File: src/rtl/cpu16_pkg.sv
// cpu16_pkg
// Shared definitions for the cpu16 front end (decoder, fetcher, instruction
// memory responder): instruction field positions, the NOP encoding, default
// fetch-path sizing and the response entry layout.
// No ports; import with "import cpu16_pkg::*;".
package cpu16_pkg;

    // The decoder treats opcode 4'h2 with all-zero operands as a no-op.
    localparam logic [15:0] NOP_WORD = 16'h2000;

    // Instruction field positions.
    localparam int OPC_MSB  = 15;
    localparam int OPC_LSB  = 12;
    localparam int RD_MSB   = 11;
    localparam int RD_LSB   = 8;
    localparam int OPND_MSB = 7;
    localparam int OPND_LSB = 0;

    // Default fetch-path sizing.
    localparam int IMEM_LATENCY = 2;
    localparam int RSP_DEPTH    = 4;

    // One response as it travels through the pipeline and the FIFO (33 bits).
    typedef struct packed {
        logic [15:0] data;
        logic [15:0] addr;
        logic        oob;
    } rsp_entry_t;

    function automatic logic [OPC_MSB-OPC_LSB:0] opcode_of(input logic [15:0] insn);
        return insn[OPC_MSB:OPC_LSB];
    endfunction

endpackage

File: src/rtl/resp_fifo.sv
// resp_fifo
// Response FIFO of DEPTH entries of rsp_entry_t. Pointers wrap modulo DEPTH,
// so DEPTH need not be a power of two. flush empties it at the next edge and
// overrides a simultaneous push or pop.
// Ports:
//   clk, rst_n   clock, asynchronous active-low reset
//   push, din    write din at the tail
//   pop          drop the head entry
//   flush        discard every entry
//   full, empty  occupancy flags
//   head         entry at the head (meaningful only when !empty)
module resp_fifo
    import cpu16_pkg::*;
#(
    parameter int DEPTH = RSP_DEPTH
) (
    input  logic       clk,
    input  logic       rst_n,
    input  logic       push,
    input  rsp_entry_t din,
    input  logic       pop,
    input  logic       flush,
    output logic       full,
    output logic       empty,
    output rsp_entry_t head
);

    localparam int PTR_W = (DEPTH > 1) ? $clog2(DEPTH) : 1;
    localparam int OCC_W = $clog2(DEPTH + 1);

    rsp_entry_t         slots [DEPTH];
    logic [PTR_W-1:0]   wr_ptr;
    logic [PTR_W-1:0]   rd_ptr;
    logic [OCC_W-1:0]   occ;
    logic               do_push;
    logic               do_pop;

    function automatic logic [PTR_W-1:0] ptr_next(input logic [PTR_W-1:0] p);
        return (p == PTR_W'(DEPTH - 1)) ? '0 : p + 1'b1;
    endfunction

    assign full    = (occ == OCC_W'(DEPTH));
    assign empty   = (occ == '0);
    // A push into a full FIFO is only legal when the head leaves in the same cycle.
    assign do_push = push && !flush && (!full || pop);
    assign do_pop  = pop && !flush && !empty;
    assign head    = slots[rd_ptr];

    always_ff @(posedge clk or negedge rst_n) begin
        if (!rst_n) begin
            wr_ptr <= '0;
            rd_ptr <= '0;
            occ    <= '0;
        end else if (flush) begin
            wr_ptr <= '0;
            rd_ptr <= '0;
            occ    <= '0;
        end else begin
            if (do_push) wr_ptr <= ptr_next(wr_ptr);
            if (do_pop)  rd_ptr <= ptr_next(rd_ptr);
            case ({do_push, do_pop})
                2'b10:   occ <= occ + 1'b1;
                2'b01:   occ <= occ - 1'b1;
                default: occ <= occ;
            endcase
        end
    end

    // Storage carries no reset; the pointers alone decide what is valid.
    always_ff @(posedge clk) begin
        if (do_push) slots[wr_ptr] <= din;
    end

endmodule

File: src/rtl/imem_responder.sv
// imem_responder
// Instruction memory for the cpu16 fetch stage. Requests are accepted with a
// valid/ready handshake, the store is read in the acceptance cycle, the word
// travels through a LATENCY-cycle pipeline and lands in an in-order response
// FIFO. The outstanding count (in flight + queued) never exceeds DEPTH, so the
// FIFO can never overflow. flush drops everything; the store survives reset
// and flush and is written through the program-load port.
// Ports:
//   clk, CPU_RESET_n         clock, asynchronous active-low reset
//   req_valid/ready/addr     fetch request (16-bit word address)
//   rsp_valid/ready          fetch response handshake
//   rsp_data/addr/oob        instruction word, echoed address, out-of-range flag
//   flush                    discard all outstanding requests and responses
//   ld_en/addr/data          program-load write port
module imem_responder
    import cpu16_pkg::*;
#(
    parameter int ADDR_W  = 8,
    parameter int LATENCY = IMEM_LATENCY,
    parameter int DEPTH   = RSP_DEPTH
) (
    input  logic              clk,
    input  logic              CPU_RESET_n,
    input  logic              req_valid,
    output logic              req_ready,
    input  logic [15:0]       req_addr,
    output logic              rsp_valid,
    input  logic              rsp_ready,
    output logic [15:0]       rsp_data,
    output logic [15:0]       rsp_addr,
    output logic              rsp_oob,
    input  logic              flush,
    input  logic              ld_en,
    input  logic [ADDR_W-1:0] ld_addr,
    input  logic [15:0]       ld_data
);

    localparam int CNT_W = $clog2(DEPTH + 1);

    logic [15:0]      store [2**ADDR_W];
    logic [CNT_W-1:0] count;
    logic             accept;
    logic             consume;
    rsp_entry_t       in_entry;
    logic             push_valid;
    rsp_entry_t       push_entry;
    logic             fifo_full;
    logic             fifo_empty;
    rsp_entry_t       fifo_head;

    // Gated by reset so req_ready is low while reset is held, since count
    // alone would already read zero.
    assign req_ready = CPU_RESET_n && (count < CNT_W'(DEPTH)) && !flush;
    assign accept    = req_valid && req_ready;
    assign consume   = rsp_valid && rsp_ready;

    // Combinational read: the load port writes at the edge, so a same-cycle
    // load to this address is seen only by later requests.
    always_comb begin
        in_entry.addr = req_addr;
        in_entry.oob  = (req_addr >> ADDR_W) != '0;
        in_entry.data = in_entry.oob ? NOP_WORD : store[req_addr[ADDR_W-1:0]];
    end

    always_ff @(posedge clk) begin
        if (ld_en) store[ld_addr] <= ld_data;
    end

    // LATENCY-1 register stages between acceptance and the FIFO push; with
    // LATENCY = 1 the read word is pushed at the acceptance edge itself.
    generate
        if (LATENCY == 1) begin : g_direct
            assign push_valid = accept;
            assign push_entry = in_entry;
        end else begin : g_pipe
            logic [LATENCY-2:0] stg_valid;
            rsp_entry_t         stg_entry [LATENCY-1];

            always_ff @(posedge clk or negedge CPU_RESET_n) begin
                if (!CPU_RESET_n) begin
                    stg_valid <= '0;
                end else if (flush) begin
                    stg_valid <= '0;
                end else begin
                    stg_valid[0] <= accept;
                    for (int k = 1; k < LATENCY - 1; k++) begin
                        stg_valid[k] <= stg_valid[k-1];
                    end
                end
            end

            always_ff @(posedge clk) begin
                stg_entry[0] <= in_entry;
                for (int k = 1; k < LATENCY - 1; k++) begin
                    stg_entry[k] <= stg_entry[k-1];
                end
            end

            assign push_valid = stg_valid[LATENCY-2];
            assign push_entry = stg_entry[LATENCY-2];
        end
    endgenerate

    always_ff @(posedge clk or negedge CPU_RESET_n) begin
        if (!CPU_RESET_n) begin
            count <= '0;
        end else if (flush) begin
            count <= '0;
        end else begin
            case ({accept, consume})
                2'b10:   count <= count + 1'b1;
                2'b01:   count <= count - 1'b1;
                default: count <= count;
            endcase
        end
    end

    resp_fifo #(
        .DEPTH (DEPTH)
    ) u_resp_fifo (
        .clk   (clk),
        .rst_n (CPU_RESET_n),
        .push  (push_valid && (!fifo_full || consume)),
        .din   (push_entry),
        .pop   (consume),
        .flush (flush),
        .full  (fifo_full),
        .empty (fifo_empty),
        .head  (fifo_head)
    );

    // Outputs read as zero whenever no response is held, including reset.
    assign rsp_valid = !fifo_empty;
    assign rsp_data  = rsp_valid ? fifo_head.data : 16'h0000;
    assign rsp_addr  = rsp_valid ? fifo_head.addr : 16'h0000;
    assign rsp_oob   = rsp_valid && fifo_head.oob;

endmodule

File: config.mk
export PLATFORM = sky130hd
export DESIGN_NAME = imem_responder
export DESIGN_NICKNAME = d
export VERILOG_FILES = /design/src/rtl/cpu16_pkg.sv /design/src/rtl/resp_fifo.sv /design/src/rtl/imem_responder.sv
export SDC_FILE = /design/constraint.sdc
export NUM_CORES = 2
export LEC_CHECK = 0
export CORE_ASPECT_RATIO = 0.7
export CORE_MARGIN = 1
export CORE_UTILIZATION = 60
export DETAILED_ROUTE_END_ITERATION = 10
export PLACE_DENSITY_LB_ADDON = 0.25
export SETUP_SLACK_MARGIN = 0.1
export SLEW_MARGIN = 20
export SYNTH_ARGS = -nofsm -noshare
export SYNTH_HDL_FRONTEND = slang
export SYNTH_MEMORY_MAX_BITS = 65536
export SYNTH_SLANG_ARGS = --single-unit
File: constraint.sdc
create_clock -name clk -period 6.1 [get_ports clk]
set_input_delay 1.525 -clock clk [delete_from_list [all_inputs] [get_ports clk]]
set_output_delay 1.525 -clock clk [all_outputs]
set_load 0.01 [all_outputs]
==> flow_summary.ini <==
[global_routing]
grt_use_total_pct = 32.02
grt_remaining_overflow = 0
grt_max_degree = 150
grtUsageMet2_pct = 45.69
first_global_vias = 81770
busiest_layer = met1
antenna_found_initial = 28
grt_pass1_wl_um = 622400
grt_use_met3_pct = 9.256
gr-usage-met1_pct = 48.46

[drt]
drt-initial-drc-count = 14690
ant_nets = 0
vias_per_cell = 7.037
via_count = 85280
first_pass_iters = 8
drcViolationCount = 0
wire_per_inst_um = 36.64
routed_wl_um = 444100

[timing]
worstMarginPinSlew_ns = 1.288
whs_ns = 0.4801
skew_ns = 0.03951
post-route-period-util_pct = 86.21
setup_violations = 0
finalHoldViolCount = 0
slew_headroom_pct = 14.15
period_minus_slack_ns = 5.259
max_freq_ghz = 0.1902
report.final.slew_viol_count = 0
rsz0062_at_grt = no
tns_ns = 0

[clock_network]
root_buffer = clkbuf_16
clkTransAtPathRegs_ns = 0.06
cts_made_buffers = 380
clockBufferDepth = 4
cts_hold_buffers = 0
numClockSinks = 4272
cts_tree = yes
postCtsResizedCells = 0
cts_setup_buffers = 0
h-tree-depth = 5
clk_latency_ns = 0.94

[final_layout]
drive_gt1_share_pct = 23.34
final_nets = 8217
area_growth_pct = 11.48
final_cells = 12120
seq_area_sq_um = 127900
final_common_cell = edfxtp_1
multi_input_comb_area_sq_um = 34310
fillers = 16680
mostFrequentLayoutCells = edfxtp_1 (4228), mux4_2 (827), mux2i_1 (603), buf_4 (403), clkbuf_16 (387)

[yosys]
syn_nets = 7766
yosysWarnings = 0
yosysTopAreaCellShare_pct = 76.95
syn_inst = 7713
synth_area_sq_um = 165000
yosysSeqAreaShare_pct = 77.51
synthDistinctLibCells = 61
ys.flop_type = edfxtp_1
yosys_register_bits = 4272
syn-mean-instance-area_sq_um = 21.39
ys_top_cells_by_area = edfxtp_1 (77%), mux4_2 (11%), mux2i_1 (3.7%)
synth_edf_count = 4228
synth_largest_area_cell = edfxtp_1
synthArstFlopShare_pct = 0.2575

[die]
dieArea_sq_um = 277100
ioPinCount = 81
die_w_um = 628.8
die_h_um = 440.7
rows = 160
design.core.area_sq_um = 272500
start_util_pct = 60.56

[setup_path]
worstSetupEndpointType = register
start_kind = input port
critical_path_class = in2reg
r2r_slack_ns = 2.77
worstPathArrival_ns = 6.07
critical_path.max_fanout = 16
cp.required_ns = 6.91

[status]
status = complete, no violations

[placement]
place_inst = 11430
dpl.hpwl_um = 265700
place_congestion = 0.8949
portBuffers = 80

[power_and_ir_drop]
power.density_nw_per_um2 = 326.3
ir_drop_v = 0.0003965
power.leakage_nw = 58.52

[run]
maxCapViolCount = 0

[min_path]
hold_path.class = reg2reg
area by class of cell:
cell class,instances,share of cell area [%]
Inverter,10,0.02449
Sequential cell,4272,69.53
Antenna cell,10,0.01360
Clock buffer,470,5.472
Multi-Input combinational cell,2968,18.65
Clock inverter,211,1.159
Timing Repair Buffer,532,2.666
Tap cell,3645,2.479
registers in the layout (all words and copies together), names as in the netlist:
signal	cells
count	3
g_pipe.stg_entry	33
g_pipe.stg_valid	1
store	4096
u_resp_fifo.occ	3
u_resp_fifo.rd_ptr	2
u_resp_fifo.slots	132
u_resp_fifo.wr_ptr	2
critical path: stages:
cell             delay (ns)
clkdlybuf4s50_1        1.04
nor2b_1                0.47
nand2_1                0.64
o22ai_1                0.45
nor4_1                 0.99
a31oi_2                0.62
nor4_2                 0.29
metrics by stage:
stage / setup WS, ns / area (sq um) / total power, mW / utilization, %
after global placement: -0.4287 / 171600 / 36.56 / 62.99
after floorplan: 2.383 / 165000 / 34.94 / -
after global routing: 0.7814 / 183900 / 61.37 / 67.51
after detailed placement: 0.1280 / 171700 / 36.64 / 63.01
after CTS: 0.8718 / 183900 / 60.10 / 67.49
final: 0.8410 / 183900 / 60.03 / 67.51
cells in the mapped netlist (16+ instances only):
cell type / count
nand3_1: 30
nand4_1: 26
mux4_2: 827
a21oi_1: 129
nor4_2: 16
mux2_2: 34
buf_1: 28
a211oi_1: 64
clkbuf_1: 218
or3_1: 17
o22ai_1: 198
buf_4: 47
nor3_1: 81
edfxtp_1: 4228
o211ai_1: 16
nand2_1: 63
buf_2: 69
nand2b_1: 20
dfxtp_1: 33
and2_1: 55
o221ai_1: 178
nor2_1: 350
buf_8: 20
o21ai_0: 61
buf_6: 65
o31ai_1: 29
mux2i_1: 603
nor4_1: 21
routing by layer:
layer / routed length (um) / up-vias
met5: 205 / -
met4: 15150 / 22
met3: 63230 / 824
met2: 194300 / 6559
met1: 171100 / 44520
li1: - / 33350
cells by family (layout without fill, tap and decap cells):
| logic type | Yosys count | count (layout) | synth area share (%) |
|---|---|---|---|
| muxes | 1464 | 1464 | 15.18 |
| buffers and inverters | 473 | 1223 | 1.818 |
| and+or+nand+nor | 719 | 719 | 2.111 |
| other | 0 | 10 | 0 |
| AOI/OAI and AO/OA | 771 | 771 | 3.279 |
| DFF | 4272 | 4272 | 77.51 |
| adders and majority gates | 7 | 7 | 0.06218 |
| xor gates and xnor gates | 7 | 7 | 0.03716 |
worst paths after layout:
path	startpoint	end	cells after the start
setup / recovery	req_addr[6]	g_pipe.stg_entry[0][20]	7
max in group asynchronous	CPU_RESET_n	u_resp_fifo.rd_ptr[0]	1
hold / removal	g_pipe.stg_entry[0][10]	u_resp_fifo.slots[1][10]	0
min in group asynchronous	CPU_RESET_n	count[1]	1
hold reg to reg	g_pipe.stg_entry[0][10]	u_resp_fifo.slots[1][10]	0
setup reg to reg	store[98][13]	g_pipe.stg_entry[0][30]	7
where the power goes:
part | internal (mW) | switching [mW] | leakage [nW]
Combinational | 1.34 | 2.31 | 14.1
Clock | 13.5 | 10.5 | 5.99
Sequential | 32.3 | 0.0886 | 38.4
Total | 47.2 | 12.9 | 58.5
(Power assumes the default switching activity.)
